==> config.mk <==
export PLATFORM = sky130hd
export DESIGN_NAME = arb_grant_fifo
export DESIGN_NICKNAME = d
export VERILOG_FILES = /design/src/rtl/arb_grant_fifo.sv
export SDC_FILE = /design/constraint.sdc
export NUM_CORES = 1
export LEC_CHECK = 0
export BUFFER_PORTS_ARGS = -buffer_cell sky130_fd_sc_hd__buf_2
export CORE_MARGIN = 5
export CORE_UTILIZATION = 52
export CTS_CLUSTER_SIZE = 12
export DETAILED_ROUTE_END_ITERATION = 10
export PLACE_DENSITY = 0.8
export SKIP_LAST_GASP = 1
export SYNTH_ARGS = -nofsm -noshare
export SYNTH_HDL_FRONTEND = slang
export SYNTH_SLANG_ARGS = --single-unit
==> constraint.sdc <==
create_clock -name clock -period 7.6 [get_ports clock]
set_input_delay 0.76 -clock clock [delete_from_list [all_inputs] [get_ports clock]]
set_output_delay 0.76 -clock clock [all_outputs]
set_load 0.03 [all_outputs]
==> src/rtl/arb_grant_fifo.sv <==
// Requester-side companion of the weighted round-robin arbiter: forwards requests, accepts the
// one-hot grant winner into a DEPTH-entry FIFO, drains it downstream. Option: ARB_GRANT_FIFO_STATS_EN.
module arb_grant_fifo #(
   parameter int nReq   = 4,
   parameter int DATA_W = 32,
   parameter int DEPTH  = 4
) (
   input  logic                           clock,
   input  logic                           reset,
   input  logic [nReq-1:0]                req_valid,
   input  logic [nReq-1:0][DATA_W-1:0]    req_data,
   output logic [nReq-1:0]                req_ready,
   output logic [nReq-1:0]                request,
   output logic                           trigger,
   input  logic [nReq-1:0]                grant,
   output logic                           out_valid,
   output logic [DATA_W-1:0]              out_data,
   output logic [$clog2(nReq)-1:0]        out_src,
   input  logic                           out_ready,
   output logic                           err_grant
`ifdef ARB_GRANT_FIFO_STATS_EN
   ,
   output logic [nReq-1:0][15:0]          grant_cnt
`endif
);

   localparam int SRC_W = $clog2(nReq);
   localparam int PTR_W = $clog2(DEPTH);
   localparam int CNT_W = PTR_W + 1;
   localparam int ENT_W = SRC_W + DATA_W;

   logic [ENT_W-1:0] mem_q [DEPTH];
   logic [ENT_W-1:0] mem_d [DEPTH];
   logic [CNT_W-1:0] count_q, count_d;
   logic [PTR_W-1:0] wr_ptr_q, wr_ptr_d;
   logic [PTR_W-1:0] rd_ptr_q, rd_ptr_d;
   logic             err_q, err_d;

   logic             grant_onehot;
   logic             grant_bad;
   logic             push;
   logic             pop;
   logic             err_ev;
   logic [SRC_W-1:0] push_src;

   always_comb begin
      request      = req_valid;
      trigger      = (count_q != CNT_W'(DEPTH));
      out_valid    = (count_q != '0);
      {out_src, out_data} = mem_q[rd_ptr_q];
      err_grant    = err_q;

      grant_onehot = $onehot(grant);
      grant_bad    = |(grant & ~req_valid);
      // Handshakes never complete during reset, even though trigger may still read 1.
      push         = trigger & grant_onehot & ~grant_bad & ~reset;
      err_ev       = trigger & (|grant) & (~grant_onehot | grant_bad);
      req_ready    = push ? grant : '0;
      pop          = out_valid & out_ready;

      push_src = '0;
      for (int i = 0; i < nReq; i++) begin
         if (grant[i]) push_src = SRC_W'(i);
      end

      mem_d = mem_q;
      if (push) mem_d[wr_ptr_q] = {push_src, req_data[push_src]};

      wr_ptr_d = wr_ptr_q + PTR_W'(push);
      rd_ptr_d = rd_ptr_q + PTR_W'(pop);
      case ({push, pop})
         2'b10:   count_d = count_q + 1'b1;
         2'b01:   count_d = count_q - 1'b1;
         default: count_d = count_q;
      endcase
      err_d = err_q | err_ev;
   end

   always_ff @(posedge clock) begin
      if (reset) begin
         count_q  <= '0;
         wr_ptr_q <= '0;
         rd_ptr_q <= '0;
         err_q    <= 1'b0;
      end else begin
         count_q  <= count_d;
         wr_ptr_q <= wr_ptr_d;
         rd_ptr_q <= rd_ptr_d;
         err_q    <= err_d;
      end
   end

   // Storage is qualified by count, so it needs no reset.
   always_ff @(posedge clock) begin
      mem_q <= mem_d;
   end

`ifdef ARB_GRANT_FIFO_STATS_EN
   logic [nReq-1:0][15:0] grant_cnt_q, grant_cnt_d;

   always_comb begin
      grant_cnt_d = grant_cnt_q;
      for (int i = 0; i < nReq; i++) begin
         if (push && grant[i] && grant_cnt_q[i] != 16'hFFFF)
            grant_cnt_d[i] = grant_cnt_q[i] + 16'd1;
      end
      grant_cnt = grant_cnt_q;
   end

   always_ff @(posedge clock) begin
      if (reset) grant_cnt_q <= '0;
      else       grant_cnt_q <= grant_cnt_d;
   end
`endif

   a_no_push_full: assert property (@(posedge clock) disable iff (reset)
      !(push && count_q == CNT_W'(DEPTH)));
   a_no_pop_empty: assert property (@(posedge clock) disable iff (reset)
      !(pop && count_q == '0));

endmodule

==> results.sh, run 1 <==
export IMPL_required_ps=7660
export IMPL_rows=41
export IMPL_synth_nets=542
export IMPL_whs_ps=552.6
export IMPL_ant_nets=0
export IMPL_worstReg2RegEnd="mem_q[48]$_DFFE_PP_"
export IMPL_ioPinCount=184
export IMPL_clk_path_buf_depth=2
export IMPL_viasPerCell=5.219
export IMPL_cts_tree="yes"
export IMPL_yosysTopAreaCell="edfxtp_1"
export IMPL_peakVddDrop_mv=0.1613
export IMPL_synth_cell_types=32
export IMPL_regToRegStartpoint="count_q[2]$_SDFFE_PP0P_"
export IMPL_max_stage_delay_ps=950
export IMPL_coreArea_um2=12470
export IMPL_grt_antenna_before_repair=0
export IMPL_hold_buffers=0
export IMPL_rsz0062_at_grt="false"
export IMPL_ys_ff_latch=144
export IMPL_status="completed"
export IMPL_cp_top_family="simple AND/OR/NAND/NOR gates"
export IMPL_track_usage=0.1971
export IMPL_clkSlewWorstSetupHoldPaths_ps=60
export IMPL_place_area_um2=7579
export IMPL_whs_endpoint="count_q[2]$_SDFFE_PP0P_"
export IMPL_drt_pass1_iter_count=4
export IMPL_grt_ovfl_total=0
export IMPL_maxSlewViolCount=0
export IMPL_period_share=0.6838
export IMPL_htree_levels=4
export IMPL_period_needed_ps=5197
export IMPL_end_kind="register"
export IMPL_grt_first_pass_wirelength_um=21940
export IMPL_min_path_type="reg2reg"
export IMPL_initial_utilization=0.5230
export IMPL_port_buffers=183
export IMPL_min_path_cells=2
export IMPL_hp_start="count_q[2]$_SDFFE_PP0P_"
export IMPL_p_leak_nw=3.106
export IMPL_drc=0
export IMPL_reg2reg_slack_ps=4760
export IMPL_drt_wl_total_um=14070
export IMPL_worstMarginPinSlew_ps=1188
export IMPL_cp_buffers_inverters=4
export IMPL_gp_congestion=0.7479
export IMPL_crit_chain="buf_2 -> inv_1 -> fa_1 -> inv_1 -> ha_1 -> ha_1 -> or3b_1 -> or3_1 -> nor4_2 -> buf_4"
export IMPL_finalSetupViolations=0
export IMPL_crit_type="in2reg"
export IMPL_synth_top_area_frac=0.6264
export IMPL_cts_buffers_inserted=17
export IMPL_grt_max_degree=69
export IMPL_power_density_nw_per_um2=234.8
export IMPL_netlist_area_um2=6520
export IMPL_die_h_um=122.0
export IMPL_drive_gt1_frac=0.5009
export IMPL_cts_sinks=144
export IMPL_ys_seq_area_frac=0.6509
export IMPL_netlist_instances=395
export IMPL_p_total_mw=1.917
export IMPL_ctsResizeCount=0
export IMPL_postCtsSetupBuffers=0
export IMPL_syn_area_per_cell_um2=16.51
export IMPL_dp_hpwl_um=9553
export IMPL_dieArea_um2=14880
export IMPL_relSlewSlack=0.2014
export IMPL_avgRoutedWirePerCell_um=18.54
export IMPL_max_freq_mhz=192.4
export IMPL_diodes=0
export IMPL_cpMaxStageDelayCell="nor4_2"
export IMPL_nets=721
export IMPL_grt_pass1_vias=4303
export IMPL_root_buffer="clkbuf_16"
export IMPL_synth_area_leaders="edfxtp_1, mux4_2, mux2_2"
export IMPL_synth_warnings=0
export IMPL_max_cap_viol_count=0
export IMPL_die_w_um=122.0
export IMPL_worst_setup_path_start_kind="input pin"
export IMPL_syn_to_final_growth_pct=25.24
export IMPL_worst_r2r_cell_count=4
export IMPL_hold_violations=0
export IMPL_worstPathMaxFanout=34
export IMPL_num_vias=3961
export IMPL_finClkSkew_ps=8.573
export IMPL_fin_area_um2=8165
export IMPL_fin_setup_tns_ps=0
export IMPL_insertion_delay_ps=400
export IMPL_drt_iter0_markers=190
export IMPL_arrival_ps=5250
==> worst reg2reg max path: stages (launching register included) <==
cell and delay [ps]:
dfxtp_1 320, nor3b_1 160, or3_1 540, nor4_2 950
buf_4 510
==> cell usage after synthesis (all sizes together) <==
cell type	number
nor2b	2
a21oi	2
ha	6
nand2b	3
dfxtp	8
o2111ai	1
or3	3
fa	2
xor2	2
inv	13
buf	18
xnor2	2
nand2	33
mux2	32
o311a	1
edfxtp	136
o21ai	34
nor3b	2
mux2i	32
clkbuf	11
or2	1
nor3	4
and2	1
o21bai	1
nor4	4
or3b	1
mux4	34
nor2	6
==> sequential cells by signal, summed over array words and instances, names as in the netlist <==
name / flops
mem_q: 136
count_q: 3
rd_ptr_q: 2
wr_ptr_q: 2
err_grant: 1
==> layout make-up <==
type | count | area [um^2]
Tap cell | 172 | 215.2
Inverter | 13 | 48.80
Timing Repair Buffer | 189 | 960.9
Fill cell | 851 | 4300
Multi-Input combinational cell | 209 | 2107
Clock inverter | 14 | 157.7
Clock buffer | 18 | 429.2
Sequential cell | 144 | 4247
==> metal layers <==
metal  up-vias  global-route usage  share of wire
met1      1902              0.2431           0.40
li1       1896                   -              -
met5         -                   0              0
met2       151              0.3467           0.53
met4         0             0.06653          0.015
met3        12             0.04178          0.058
==> cells by family (layout without fill, tap and decap cells) <==
logic type | Yosys count | count (layout) | share of synthesized area
mux | 98 | 98 | 0.2218
xor+xnor | 4 | 4 | 0.005374
flops | 144 | 144 | 0.6509
buf+inv | 42 | 234 | 0.02974
compound gates | 39 | 39 | 0.03186
simple gates | 60 | 60 | 0.04260
fa+ha+maj | 8 | 8 | 0.01765
==> how the worst max path moves through the flow <==
stage	to	start	slack (ps)	cells after the start
finish	mem_q[48]$_DFFE_PP_	grant[1]	2400	10
global route	mem_q[81]$_DFFE_PP_	grant[1]	2050	10
CTS	mem_q[56]$_DFFE_PP_	grant[1]	2350	10
detailed placement	mem_q[39]$_DFFE_PP_	grant[1]	1910	10
global placement	mem_q[8]$_DFFE_PP_	grant[1]	2180	10
floorplan	mem_q[100]$_DFFE_PP_	grant[1]	740	11
==> cells in the final DEF, fill, tap and decap left out, types with 2 or more instances in the layout <==
cell / count
bufinv_16: 2
dfxtp_2: 2
a21oi_1: 2
nor4_2: 4
edfxtp_1: 136
nand2b_1: 3
buf_4: 6
fa_1: 2
inv_6: 3
o21ai_0: 34
nor3_1: 4
dfxtp_1: 6
clkinv_4: 4
mux4_2: 34
nor3b_1: 2
or3_1: 3
xnor2_1: 2
mux2i_1: 32
ha_1: 6
clkinv_2: 2
clkinvlp_4: 2
clkbuf_16: 17
nor2_1: 6
nor2b_1: 2
xor2_1: 2
nand2_1: 33
inv_1: 12
mux2_2: 32
buf_2: 183
==> where the power goes <==
group,total [mW],internal [mW],switching (mW),leakage (nW)
Combinational,0.217,0.0966,0.121,1.53
Clock,0.807,0.489,0.318,0.283
Sequential,0.893,0.886,0.00663,1.29
Total,1.92,1.47,0.445,3.11
==> stage by stage <==
step                setup WS [ps]  cells    util
floorplan                   739.1    395       -
global placement             2176    727  0.6079
detailed placement           1909    727  0.6079
CTS                          2347    759  0.6550
global route                 2048    759  0.6550
finish                       2403    759  0.6550
Note: power is estimated with default switching activity, not from simulation.
==> run 2: changes to the inputs <==
ABC_AREA = 1   (was unset)
CORE_UTILIZATION = 48   (was 52)
PLACE_DENSITY = 0.77   (was 0.8)
clock period = 4.3 ns   (was 7.6 ns; I/O delays follow)
==> run 2 against run 1 <==
  * Global-route usage decreased by 1.4 points
  * Wire length up 11%
  * Cell count grew 35%
  * Worst setup slack got worse by 1100 ps
  * Combinational power grew to 5.3 times the previous value
  * Sequential power grew 79%
  * Clock skew is 1.7 ps lower
  * Sequential share of layout area decreased by 1.9 points
  * Largest cell class unchanged
  * Area after synthesis is 6.9% higher
  * Register-to-register slack worse by 2700 ps
  * Critical endpoint is now mem_q[109]$_DFFE_PP_
  * Power rose by 120%
  * Via count rose by 33%
==> results.sh, run 2 <==
export IMPL_status="completed"
export IMPL_pre_cts_ws_ps=860.1
export IMPL_track_usage=0.1831
export IMPL_cpMaxStageDelayCell="nor2_4"
export IMPL_ctsResizeCount=0
export IMPL_reg2reg_slack_ps=2110
export IMPL_critical_path_depth=12
export IMPL_root_buffer="clkbuf_16"
export IMPL_grt_pass1_vias=4972
export IMPL_largest_register_ffs=136
export IMPL_ys_ff_latch=144
export IMPL_synth_warnings=0
export IMPL_port_buffers=183
export IMPL_drt_pass1_iter_count=4
export IMPL_synth_cell_types=29
export IMPL_post_synth_top_count_cell="edfxtp_1"
export IMPL_synth_top_area_frac=0.5860
export IMPL_worstMarginPinSlew_ps=1092
export IMPL_ys_seq_area_frac=0.6090
export IMPL_worst_slack_ps=1324
export IMPL_required_ps=4400
export IMPL_period_share=0.6922
export IMPL_postCtsSetupBuffers=0
export IMPL_finalSetupViolations=0
export IMPL_grt_max_degree=71
export IMPL_die_h_um=130.5
export IMPL_crit_chain="buf_2 -> inv_1 -> fa_1 -> inv_1 -> ha_1 -> ha_1 -> inv_1 -> nand3_1 -> nor2_1 -> nand4_1 -> nor2_4 -> buf_4"
export IMPL_max_cap_viol_count=0
export IMPL_dieArea_um2=17030
export IMPL_rsz0062_at_grt="false"
export IMPL_dp_hpwl_um=10230
export IMPL_fin_setup_tns_ps=0
export IMPL_end_kind="register"
export IMPL_layout_commonest_cell="buf_2"
export IMPL_crit_type="in2reg"
export IMPL_cts_buffers_inserted=17
export IMPL_maxSlewViolCount=0
export IMPL_final_cell_mix="buf_2, edfxtp_1, inv_1"
export IMPL_ioPinCount=184
export IMPL_p_leak_nw=3.603
export IMPL_synth_nets=814
export IMPL_netlist_instances=667
export IMPL_cp_buffers_inverters=5
export IMPL_num_vias=5257
export IMPL_whs_ps=307.9
export IMPL_drive_gt1_frac=0.3045
export IMPL_diodes=0
export IMPL_reg_largest_list="mem_q: 136 flops, count_q: 3 flops"
export IMPL_cts_tree="yes"
export IMPL_cp_top_family="simple AND/OR/NAND/NOR gates"
export IMPL_worstReg2RegEnd="mem_q[109]$_DFFE_PP_"
export IMPL_rows=44
export IMPL_ant_nets=0
export IMPL_min_path_type="in2reg"
export IMPL_max_freq_mhz=336.0
export IMPL_max_stage_delay_ps=600
export IMPL_grt_ovfl_total=0
export IMPL_drc=0
export IMPL_peakVddDrop_mv=0.3187
export IMPL_top_register="mem_q"
export IMPL_synth_area_leaders="edfxtp_1, o21ai_0, inv_1"
export IMPL_avgRoutedWirePerCell_um=15.18
export IMPL_syn_area_per_cell_um2=10.45
export IMPL_hold_buffers=0
export IMPL_arrival_ps=3080
export IMPL_clkSlewWorstSetupHoldPaths_ps=60
export IMPL_power_density_nw_per_um2=495.4
export IMPL_cpMostUsedCell="inv_1"
export IMPL_nFillCells=1166
export IMPL_initial_utilization=0.4850
export IMPL_synthTopCellsByCount="edfxtp_1, inv_1, nor2_1, o21ai_0, nand2_1"
export IMPL_drt_iter0_markers=440
export IMPL_synth_edf_count=136
export IMPL_async_flop_share=0
export IMPL_worst_setup_path_start_kind="input pin"
export IMPL_htree_levels=4
export IMPL_syn_to_final_growth_pct=21.69
export IMPL_drt_wl_total_um=15600
export IMPL_period_needed_ps=2976
export IMPL_relSlewSlack=0.2721
export IMPL_grt_first_pass_wirelength_um=24170
export IMPL_clk_path_buf_depth=2
export IMPL_die_w_um=130.5
export IMPL_netlist_area_um2=6969
export IMPL_insertion_delay_ps=410
export IMPL_gp_congestion=0.7826
export IMPL_finClkSkew_ps=6.864
export IMPL_worst_r2r_cell_count=5
export IMPL_crit_start="grant[0]"
export IMPL_nets=978
export IMPL_worstPathMaxFanout=20
export IMPL_hold_violations=0
export IMPL_grt_antenna_before_repair=0
export IMPL_endpoint="mem_q[109]$_DFFE_PP_"
export IMPL_regToRegStartpoint="count_q[0]$_SDFFE_PP0P_"
export IMPL_coreArea_um2=14370
export IMPL_synth_flop_cell="edfxtp_1"
export IMPL_viasPerCell=5.114
export IMPL_cts_sinks=144
export IMPL_yosysTopAreaCell="edfxtp_1"
## run 2: cell families after synthesis
kind of cell             count (synthesis)  synth area share
AO/OA/AOI/OAI                          207            0.1829
AND/OR/NAND/NOR                        167           0.09174
flip-flops                             144            0.6090
buffers and inverters                  139           0.09731
adder cells (fa/ha/maj)                  8           0.01652
XOR/XNOR                                 2          0.002514
## run 2: stage by stage
step | instances | utilization | power [mW] | cell area [um^2]
5_1_grt | 1028 | 0.5902 | 4.408 | 8481
6_report | 1028 | 0.5902 | 4.202 | 8481
3_5_place_dp | 996 | 0.5488 | 2.787 | 7885
3_3_place_gp | 996 | 0.5488 | 2.768 | 7885
2_1_floorplan | 667 | - | 2.464 | 6969
4_1_cts | 1028 | 0.5902 | 4.235 | 8481
## run 2: how the worst min path moves through the flow
stage	start	slack [ps]	cells past startpoint	end
final	reset	310	2	rd_ptr_q[0]$_SDFF_PP0_
after global routing	reset	310	2	rd_ptr_q[0]$_SDFF_PP0_
after CTS	reset	290	2	rd_ptr_q[0]$_SDFF_PP0_
after detailed placement	err_grant$_SDFF_PP0_	450	2	err_grant$_SDFF_PP0_
after global placement	err_grant$_SDFF_PP0_	440	2	err_grant$_SDFF_PP0_
after floorplan	count_q[0]$_SDFFE_PP0P_	460	2	count_q[0]$_SDFFE_PP0P_
## run 2: where the power goes
group	total, mW	leakage (nW)	switching, mW	internal (mW)
Clock	1.45	0.283	0.542	0.912
Sequential	1.60	1.29	0.0128	1.59
Combinational	1.15	2.03	0.829	0.320
Total	4.20	3.60	1.38	2.82
## run 2: layout make-up
type,instances,area [um^2],share of cell area
flip-flops and latches,144,4245,0.5006
clock buffers,19,432.9,0.05105
clock inverters,13,162.7,0.01918
multi-input cells,384,2077,0.2449
well taps,184,230.2,0.02715
repair buffers,193,991.0,0.1168
inverters,91,341.6,0.04028
## run 2: routing by layer
metal  vias to the layer above  part of all wire  wire, um  GRT usage
li1                       2643                 -         -          -
met4                         0            0.0092       143    0.04961
met2                       179              0.52      8037     0.3161
met3                         8             0.076      1190    0.04959
met1                      2427              0.40      6231     0.2283
met5                         -                 0         0          0
